**src/rtl/bsg_manycore_stat_snoop_pkg.sv**
```systemverilog
// rtl/bsg_manycore_stat_snoop_pkg.sv - shared constants, record type and helpers for the print-stat snoop
// Purpose: default print-stat EPA, default-width record layout {ch, stamp, tag},
//          and the channel-id width helper used by the top and the bench.
// Ports:   none (package).
package bsg_manycore_stat_snoop_pkg;

   localparam longint unsigned stat_epa_default = 64'd0;

   localparam int def_ch_width_lp    = 1;
   localparam int def_stamp_width_lp = 64;
   localparam int def_tag_width_lp   = 32;

   typedef struct packed {
      logic [def_ch_width_lp-1:0]    ch;
      logic [def_stamp_width_lp-1:0] stamp;
      logic [def_tag_width_lp-1:0]   tag;
   } stat_rec_s;

   // A single channel still needs a one-bit id field.
   function automatic int ch_width(input int n);
      return (n > 1) ? $clog2(n) : 1;
   endfunction

endpackage

```
**src/rtl/bsg_manycore_stat_snoop_fifo.sv**
```systemverilog
// rtl/bsg_manycore_stat_snoop_fifo.sv - els_p-entry 1r1w record FIFO with valid/ready output
// Purpose: buffers snooped records; a push is accepted on a full FIFO when the
//          head is popped in the same cycle.
// Ports:   clk_i, reset_n_i (async active-low)
//          push_v_i, push_data_i : write request (caller only asserts when accepted)
//          full_o                : no free entry this cycle
//          v_o, data_o, ready_i  : head record, zero while empty
module bsg_manycore_stat_snoop_fifo #(
   parameter int width_p = 8,
   parameter int els_p   = 8
) (
   input  logic               clk_i,
   input  logic               reset_n_i,
   input  logic               push_v_i,
   input  logic [width_p-1:0] push_data_i,
   output logic               full_o,
   output logic               v_o,
   output logic [width_p-1:0] data_o,
   input  logic               ready_i
);

   localparam int ptr_w_lp = $clog2(els_p);

   logic [width_p-1:0]  mem [els_p];
   logic [ptr_w_lp-1:0] wr_ptr, rd_ptr;
   logic [ptr_w_lp:0]   count;
   logic                push, pop;

   assign v_o    = (count != '0);
   assign full_o = (count == (ptr_w_lp+1)'(els_p));
   assign pop    = v_o & ready_i;
   assign push   = push_v_i & (~full_o | pop);
   // Gating keeps the record outputs at zero after reset even though mem is not cleared.
   assign data_o = v_o ? mem[rd_ptr] : '0;

   always_ff @(posedge clk_i) begin
      if (push) mem[wr_ptr] <= push_data_i;
   end

   // Pointers wrap naturally because els_p is a power of two.
   always_ff @(posedge clk_i or negedge reset_n_i) begin
      if (!reset_n_i) begin
         wr_ptr <= '0;
         rd_ptr <= '0;
         count  <= '0;
      end else begin
         if (push) wr_ptr <= wr_ptr + ptr_w_lp'(1);
         if (pop)  rd_ptr <= rd_ptr + ptr_w_lp'(1);
         count <= count + (ptr_w_lp+1)'(push) - (ptr_w_lp+1)'(pop);
      end
   end

endmodule

```
**src/rtl/bsg_manycore_stat_snoop_mc.sv**
```systemverilog
// rtl/bsg_manycore_stat_snoop_mc.sv - multi-channel timestamped print-stat snoop with record FIFO
// Purpose: flags stores to the print-stat EPA on num_ch_p request streams, stamps
//          them with a free-running cycle counter, parks them in per-channel
//          holding registers and round-robins them into a record FIFO.
// Ports:   clk_i, reset_n_i (async active-low)
//          pkt_v_i, pkt_store_i, pkt_addr_i, pkt_data_i : snooped request streams
//          v_o, ready_i, ch_o, stamp_o, tag_o           : record output
//          drop_cnt_o                                   : per-channel drop counts
// Config:  BSG_STAT_SNOOP_DROP_COUNT_EN enables saturating drop counters;
//          otherwise drop_cnt_o is tied to zero.
module bsg_manycore_stat_snoop_mc
   import bsg_manycore_stat_snoop_pkg::*;
#(
   parameter int              num_ch_p         = 2,
   parameter int              addr_width_p     = 28,
   parameter int              data_width_p     = 32,
   parameter longint unsigned stat_epa_p       = stat_epa_default,
   parameter int              stamp_width_p    = 64,
   parameter int              fifo_els_p       = 8,
   parameter int              drop_cnt_width_p = 16,
   localparam int             ch_width_lp      = ch_width(num_ch_p)
) (
   input  logic                                 clk_i,
   input  logic                                 reset_n_i,
   input  logic [num_ch_p-1:0]                  pkt_v_i,
   input  logic [num_ch_p-1:0]                  pkt_store_i,
   input  logic [num_ch_p*addr_width_p-1:0]     pkt_addr_i,
   input  logic [num_ch_p*data_width_p-1:0]     pkt_data_i,
   output logic                                 v_o,
   input  logic                                 ready_i,
   output logic [ch_width_lp-1:0]               ch_o,
   output logic [stamp_width_p-1:0]             stamp_o,
   output logic [data_width_p-1:0]              tag_o,
   output logic [num_ch_p*drop_cnt_width_p-1:0] drop_cnt_o
);

   localparam int rec_width_lp = ch_width_lp + stamp_width_p + data_width_p;
   localparam logic [addr_width_p-1:0] epa_lp = addr_width_p'(stat_epa_p);

   logic [stamp_width_p-1:0] stamp_r;
   logic [num_ch_p-1:0]      match;
   logic [num_ch_p-1:0]      hold_v;
   logic [stamp_width_p-1:0] hold_stamp [num_ch_p];
   logic [data_width_p-1:0]  hold_tag   [num_ch_p];
   logic [ch_width_lp-1:0]   rr_ptr;
   logic                     gnt_v;
   logic [ch_width_lp-1:0]   gnt_id;
   logic [num_ch_p-1:0]      gnt_oh;
   logic                     fifo_full, fifo_v, push_ok;
   logic [rec_width_lp-1:0]  fifo_data;

   always_ff @(posedge clk_i or negedge reset_n_i) begin
      if (!reset_n_i) stamp_r <= '0;
      else            stamp_r <= stamp_r + stamp_width_p'(1);
   end

   always_comb begin
      match = '0;
      for (int c = 0; c < num_ch_p; c++) begin
         match[c] = pkt_v_i[c] & pkt_store_i[c]
                  & (pkt_addr_i[c*addr_width_p +: addr_width_p] == epa_lp);
      end
   end

   // A grant is allowed when the FIFO has room or its head leaves this cycle.
   assign push_ok = ~fifo_full | (fifo_v & ready_i);

   // Round-robin: first occupied holding register at or after rr_ptr.
   always_comb begin
      int idx;
      gnt_v  = 1'b0;
      gnt_id = '0;
      idx    = 0;
      if (push_ok) begin
         for (int i = 0; i < num_ch_p; i++) begin
            idx = (int'(rr_ptr) + i) % num_ch_p;
            if (!gnt_v && hold_v[idx]) begin
               gnt_v  = 1'b1;
               gnt_id = ch_width_lp'(idx);
            end
         end
      end
   end

   always_comb begin
      gnt_oh = '0;
      for (int c = 0; c < num_ch_p; c++) begin
         gnt_oh[c] = gnt_v & (gnt_id == ch_width_lp'(c));
      end
   end

   always_ff @(posedge clk_i or negedge reset_n_i) begin
      if (!reset_n_i) begin
         rr_ptr <= '0;
      end else if (gnt_v) begin
         rr_ptr <= (gnt_id == ch_width_lp'(num_ch_p-1)) ? '0 : gnt_id + ch_width_lp'(1);
      end
   end

   // A register granted this cycle frees at the edge and may take a same-cycle match.
   always_ff @(posedge clk_i or negedge reset_n_i) begin
      if (!reset_n_i) begin
         hold_v <= '0;
         for (int c = 0; c < num_ch_p; c++) begin
            hold_stamp[c] <= '0;
            hold_tag[c]   <= '0;
         end
      end else begin
         for (int c = 0; c < num_ch_p; c++) begin
            if (match[c] && (!hold_v[c] || gnt_oh[c])) begin
               hold_v[c]     <= 1'b1;
               hold_stamp[c] <= stamp_r;
               hold_tag[c]   <= pkt_data_i[c*data_width_p +: data_width_p];
            end else if (gnt_oh[c]) begin
               hold_v[c] <= 1'b0;
            end
         end
      end
   end

   bsg_manycore_stat_snoop_fifo #(
      .width_p (rec_width_lp),
      .els_p   (fifo_els_p)
   ) fifo (
      .clk_i       (clk_i),
      .reset_n_i   (reset_n_i),
      .push_v_i    (gnt_v),
      .push_data_i ({gnt_id, hold_stamp[gnt_id], hold_tag[gnt_id]}),
      .full_o      (fifo_full),
      .v_o         (fifo_v),
      .data_o      (fifo_data),
      .ready_i     (ready_i)
   );

   assign v_o = fifo_v;
   assign {ch_o, stamp_o, tag_o} = fifo_data;

`ifdef BSG_STAT_SNOOP_DROP_COUNT_EN
   logic [num_ch_p-1:0]         drop;
   logic [drop_cnt_width_p-1:0] drop_cnt_r [num_ch_p];

   assign drop = match & hold_v & ~gnt_oh;

   always_ff @(posedge clk_i or negedge reset_n_i) begin
      if (!reset_n_i) begin
         for (int c = 0; c < num_ch_p; c++) drop_cnt_r[c] <= '0;
      end else begin
         for (int c = 0; c < num_ch_p; c++) begin
            if (drop[c] && (drop_cnt_r[c] != '1))
               drop_cnt_r[c] <= drop_cnt_r[c] + drop_cnt_width_p'(1);
         end
      end
   end

   always_comb begin
      drop_cnt_o = '0;
      for (int c = 0; c < num_ch_p; c++) begin
         drop_cnt_o[c*drop_cnt_width_p +: drop_cnt_width_p] = drop_cnt_r[c];
      end
   end
`else
   assign drop_cnt_o = '0;
`endif

endmodule

```
**config.mk**
```make
export PLATFORM = sky130hd
export DESIGN_NAME = bsg_manycore_stat_snoop_mc
export DESIGN_NICKNAME = d
export VERILOG_FILES = /design/src/rtl/bsg_manycore_stat_snoop_pkg.sv /design/src/rtl/bsg_manycore_stat_snoop_fifo.sv /design/src/rtl/bsg_manycore_stat_snoop_mc.sv
export SDC_FILE = /design/constraint.sdc
export NUM_CORES = 1
export LEC_CHECK = 0
export ABC_AREA = 0
export BUFFER_PORTS_ARGS = -buffer_cell sky130_fd_sc_hd__buf_2
export CORE_MARGIN = 2
export CORE_UTILIZATION = 55
export CTS_BUF_LIST = sky130_fd_sc_hd__clkbuf_16
export CTS_CLUSTER_DIAMETER = 40
export DETAILED_ROUTE_END_ITERATION = 8
export PLACE_DENSITY = 0.76
export SLEW_MARGIN = 20
export SYNTH_ARGS = -nofsm -noshare
export SYNTH_HDL_FRONTEND = slang
export SYNTH_SLANG_ARGS = --single-unit
```
**constraint.sdc**
```tcl
create_clock -name clk_i -period 12 [get_ports clk_i]
set_input_delay 1.8 -clock clk_i [delete_from_list [all_inputs] [get_ports clk_i]]
set_output_delay 1.8 -clock clk_i [all_outputs]
set_load 0.05 [all_outputs]
```
==> run summary <==
The run finished with clean final reports. The share of synthesized flip-flops with an asynchronous set or reset is 25.7%. The core region is 74,700 µm². The actual transition at the worst max-transition pin is 1.11 ns.

The final period utilization is 48.8%. The signal on the critical path passes through buf_4 > buf_4 > mux4_2 > mux2i_1 > nor2_1 > buf_2. The die covers 77,900 µm². The power density relative to cell area came out at 205 nW/µm². The number of setup violations in the final report came out at 0. The required time of the critical path is 10.20 ns.

The post-CTS setup repair buffer count is 0. The max-slew violation total from the final report was 0. The endpoint identified for the worst register-to-register timing path is hold_stamp[101]. Subtracting the final worst setup slack from the clock period gives 5.85 ns. The number of global-route vias before repair came out at 22,100. The fraction of layout instances using a drive strength above 1 is 37.7%. After detailed placement, the total cell area comes to 43,700 µm². The number of antenna violations at the first check in global routing was 4. In this run, distinct cell masters in the synthesized netlist total 44. The CTS tree is done.

The final layout contains 2,552 nets. The path class of the tightest hold or removal check is flop to flop. The ratio of routed vias to standard cells came out at 5.94.

The post-detailed-route count of antenna-violating nets came out at 0. Adding up every negative setup slack in the final design gives 0 ns. The most critical setup path has its startpoint at fifo.rd_ptr[1]. The highest ir drop seen on vdd is 0.000149 V. After detailed routing, the number of remaining DRC violations is 0. Detailed placement ended at an HPWL of 47,600 µm. The clock transition time at the flip-flop clock pins of the worst setup and hold paths is 0.06 ns. In this run the count of I/O pins placed on the die edge is 257. The number of instances in the synthesized netlist is 2,142. Counting stages on the worst path, the most repeated cell is buf_4.

In this run the critical register-to-register path is launched from fifo.count[2]. The cell area after synthesis is 41,600 µm². The number of maximum-capacitance violations is 0. For the worst setup path, the data arrival time is 4.05 ns.

The class of the most critical setup path is flop to primary output. The initial utilization of the core area, before any placement, comes to 55.7%. The minimum setup slack among reg-to-reg paths is 8.06 ns. The worst register-to-register path has a depth of 9. The total number of vias is 20,700. The number of hold violations in the final report came out at 0. The number of buffers inserted for hold repair after clock tree synthesis is 0. The clock net sink count is 1,045. The number of port buffers came out at 224. The slowest stage of the critical path belongs to the cell buf_4. Setup repair after global routing left no endpoint under its margin.

The root buffer cell is clkbuf_16. The worst setup path is launched from a flop. Yosys printed 0 warnings. The largest net degree at the start of global routing is 121.

The global-route wire length before repair is 131,000 µm. The post-detailed-routing wire length came out at 85,700 µm. The final core utilization is 63.9%. The final-layout fill cell count is 4,933.

The largest stage delay on the critical path came out at 0.83 ns. The vertical extent of the die came out at 279 µm. Global routing consumed, over all layers together, 22.4% of the routing resources. The length of the first detailed-routing pass in iterations came out at 5. In this run, synthesis inferred 776 flip-flops with an integrated enable. The number of rows in the core area came out at 100. The worst slew margin relative to its limit came out at 25.8%.

The most used flip-flop cell after synthesis is edfxtp_1. The routed wirelength normalized by instance count came out at 24.5 µm. The final RePlAce weighted congestion came out at 0.796. The finished layout cell area came out at 47,700 µm². The growth of design area from synthesis to finish is 14.7%.

The synthesized design contains 1,045 register bits. The final worst clock skew came out at 0.0232 ns. The later-pin clock latency in the skew report is 0.69 ns. The total congestion overflow after global routing came out at 0. The proportion of synthesized chip area in sequential cells came out at 72.2%.

The number of clock buffers added by TritonCTS is 119. The cell leakage power is 16.6 nW. The highest achievable clock rate came out at 171 MHz. The maximum root-to-sink buffer count is 3. The capturing instance or port of the critical path is stamp_o[8]. The average footprint of a synthesized cell is 19.4 µm². The maximum level of the CTS H-tree came out at 3. The maximum net fanout on the critical path is 60. The type of destination of the critical path is a primary output. The DRC violation total after the first TritonRoute iteration is 1,453.

Measured along the x axis, the die boundary spans 279 µm. The number of cells upsized or downsized after cts came out at 0.
-- critical path, delay by kind of cell, from the launching register on --
family,cells,cell delay (ns)
buf+inv,3,1.74
flops,1,0.78
mux,2,0.68
simple gates,1,0.10
-- where the power goes --
| part | leakage, nW | switching [mW] | internal [mW] |
|---|---|---|---|
| logic | 5.09 | 1.48 | 0.744 |
| registers | 9.51 | 0.105 | 3.86 |
| clock network | 2.05 | 1.46 | 2.12 |
| total | 16.6 | 3.04 | 6.72 |
-- cells in the mapped netlist, drive strengths merged, types with 3 or more instances --
| cell | count | area (µm²) |
|---|---|---|
| nor3 | 20 | 110 |
| xnor2 | 32 | 280 |
| mux4 | 194 | 4370 |
| dfrtp | 269 | 6730 |
| buf | 95 | 574 |
| nand3 | 30 | 150 |
| nand2 | 27 | 101 |
| nor4 | 22 | 174 |
| a21oi | 3 | 15.0 |
| clkbuf | 40 | 150 |
| nand4 | 23 | 180 |
| mux2 | 289 | 3250 |
| inv | 23 | 86.3 |
| ha | 9 | 113 |
| nor3b | 3 | 33.8 |
| nor4b | 6 | 52.6 |
| mux2i | 97 | 971 |
| edfxtp | 776 | 23300 |
| nor2 | 126 | 483 |
| and3 | 7 | 43.8 |
| xor2 | 36 | 315 |
-- state kept, by name, indices dropped and copies added (netlist names), 2 cells and up --
signal       cells
fifo.rd_ptr      3
fifo.mem       776
hold_tag        64
fifo.count       4
hold_stamp     128
hold_v           2
fifo.wr_ptr      3
stamp_r         64
-- layer usage --
layer / vias up / global-route usage, % / share of wire, %
met4: 2 / 8.42 / 2.9
met1: 11100 / 29.1 / 40
li1: 8926 / - / -
met5: - / 0 / 0.020
met3: 143 / 3.87 / 5.4
met2: 616 / 38.2 / 52
-- how the worst min path moves through the flow --
stage	start	endpoint	slack, ns	cells after the start
floorplan	stamp_r[63]	stamp_r[63]	0.45	1
CTS	stamp_r[63]	stamp_r[63]	0.50	1
global route	hold_tag[20]	hold_tag[20]	0.51	1
finish	hold_stamp[73]	hold_stamp[73]	0.50	1
detailed placement	stamp_r[63]	stamp_r[63]	0.48	1
global placement	stamp_r[63]	stamp_r[63]	0.47	1
-- placed cells by master, fill, tap and decap left out, types with 4 or more instances in the layout --
master / synthesis / routed
mux2i_1: 97 / 97
mux4_2: 194 / 194
xnor2_1: 32 / 32
nor2_1: 124 / 123
inv_1: 23 / 45
clkinv_4: 0 / 11
clkinvlp_4: 0 / 4
conb_1: 1 / 32
edfxtp_1: 776 / 776
nand3_1: 30 / 30
clkinv_8: 0 / 5
bufinv_16: 0 / 11
inv_6: 0 / 10
dfrtp_1: 269 / 266
clkinv_1: 0 / 19
ha_1: 9 / 9
clkbuf_16: 0 / 123
nor4_1: 19 / 18
buf_2: 39 / 223
nor3_1: 18 / 16
nand4_1: 20 / 20
nand2_1: 27 / 27
nor4b_1: 6 / 4
mux2_2: 289 / 289
buf_4: 43 / 27
clkinv_2: 0 / 14
and3_1: 7 / 7
xor2_1: 36 / 36
-- logic make-up after synthesis --
kind of cell / after synthesis / share of synthesized area (%)
xor+xnor: 68 / 1.43
mux: 580 / 20.7
compound gates: 10 / 0.156
flops: 1045 / 72.2
other cells: 1 / 0.00901
fa+ha+maj: 10 / 0.319
buf+inv: 158 / 1.95
simple gates: 270 / 3.29
-- final cells by class --
cell class	count	area, µm²	area share (%)
inverters	23	86.3	0.181
clock buffers	123	3080	6.45
clock inverters	105	927	1.94
flip-flops and latches	1045	30000	63.0
diodes	2	5.00	0.0105
repair buffers	256	1420	2.97
well taps	969	1210	2.54
multi-input cells	970	10900	22.9
-- per-stage QoR --
| step | hold slack, ns | std cells | setup WS, ns | power, mW |
|---|---|---|---|---|
| 2_1_floorplan | 0.452 | 2173 | -0.953 | 5.74 |
| 3_3_place_gp | 0.472 | 3262 | 6.81 | 6.26 |
| 3_5_place_dp | 0.481 | 3262 | 6.79 | 6.28 |
| 4_1_cts | 0.501 | 3490 | 6.01 | 9.85 |
| 5_1_grt | 0.514 | 3493 | 5.94 | 10.1 |
| 6_report | 0.501 | 3493 | 6.15 | 9.76 |
Note: power is estimated with default switching activity, not from simulation.
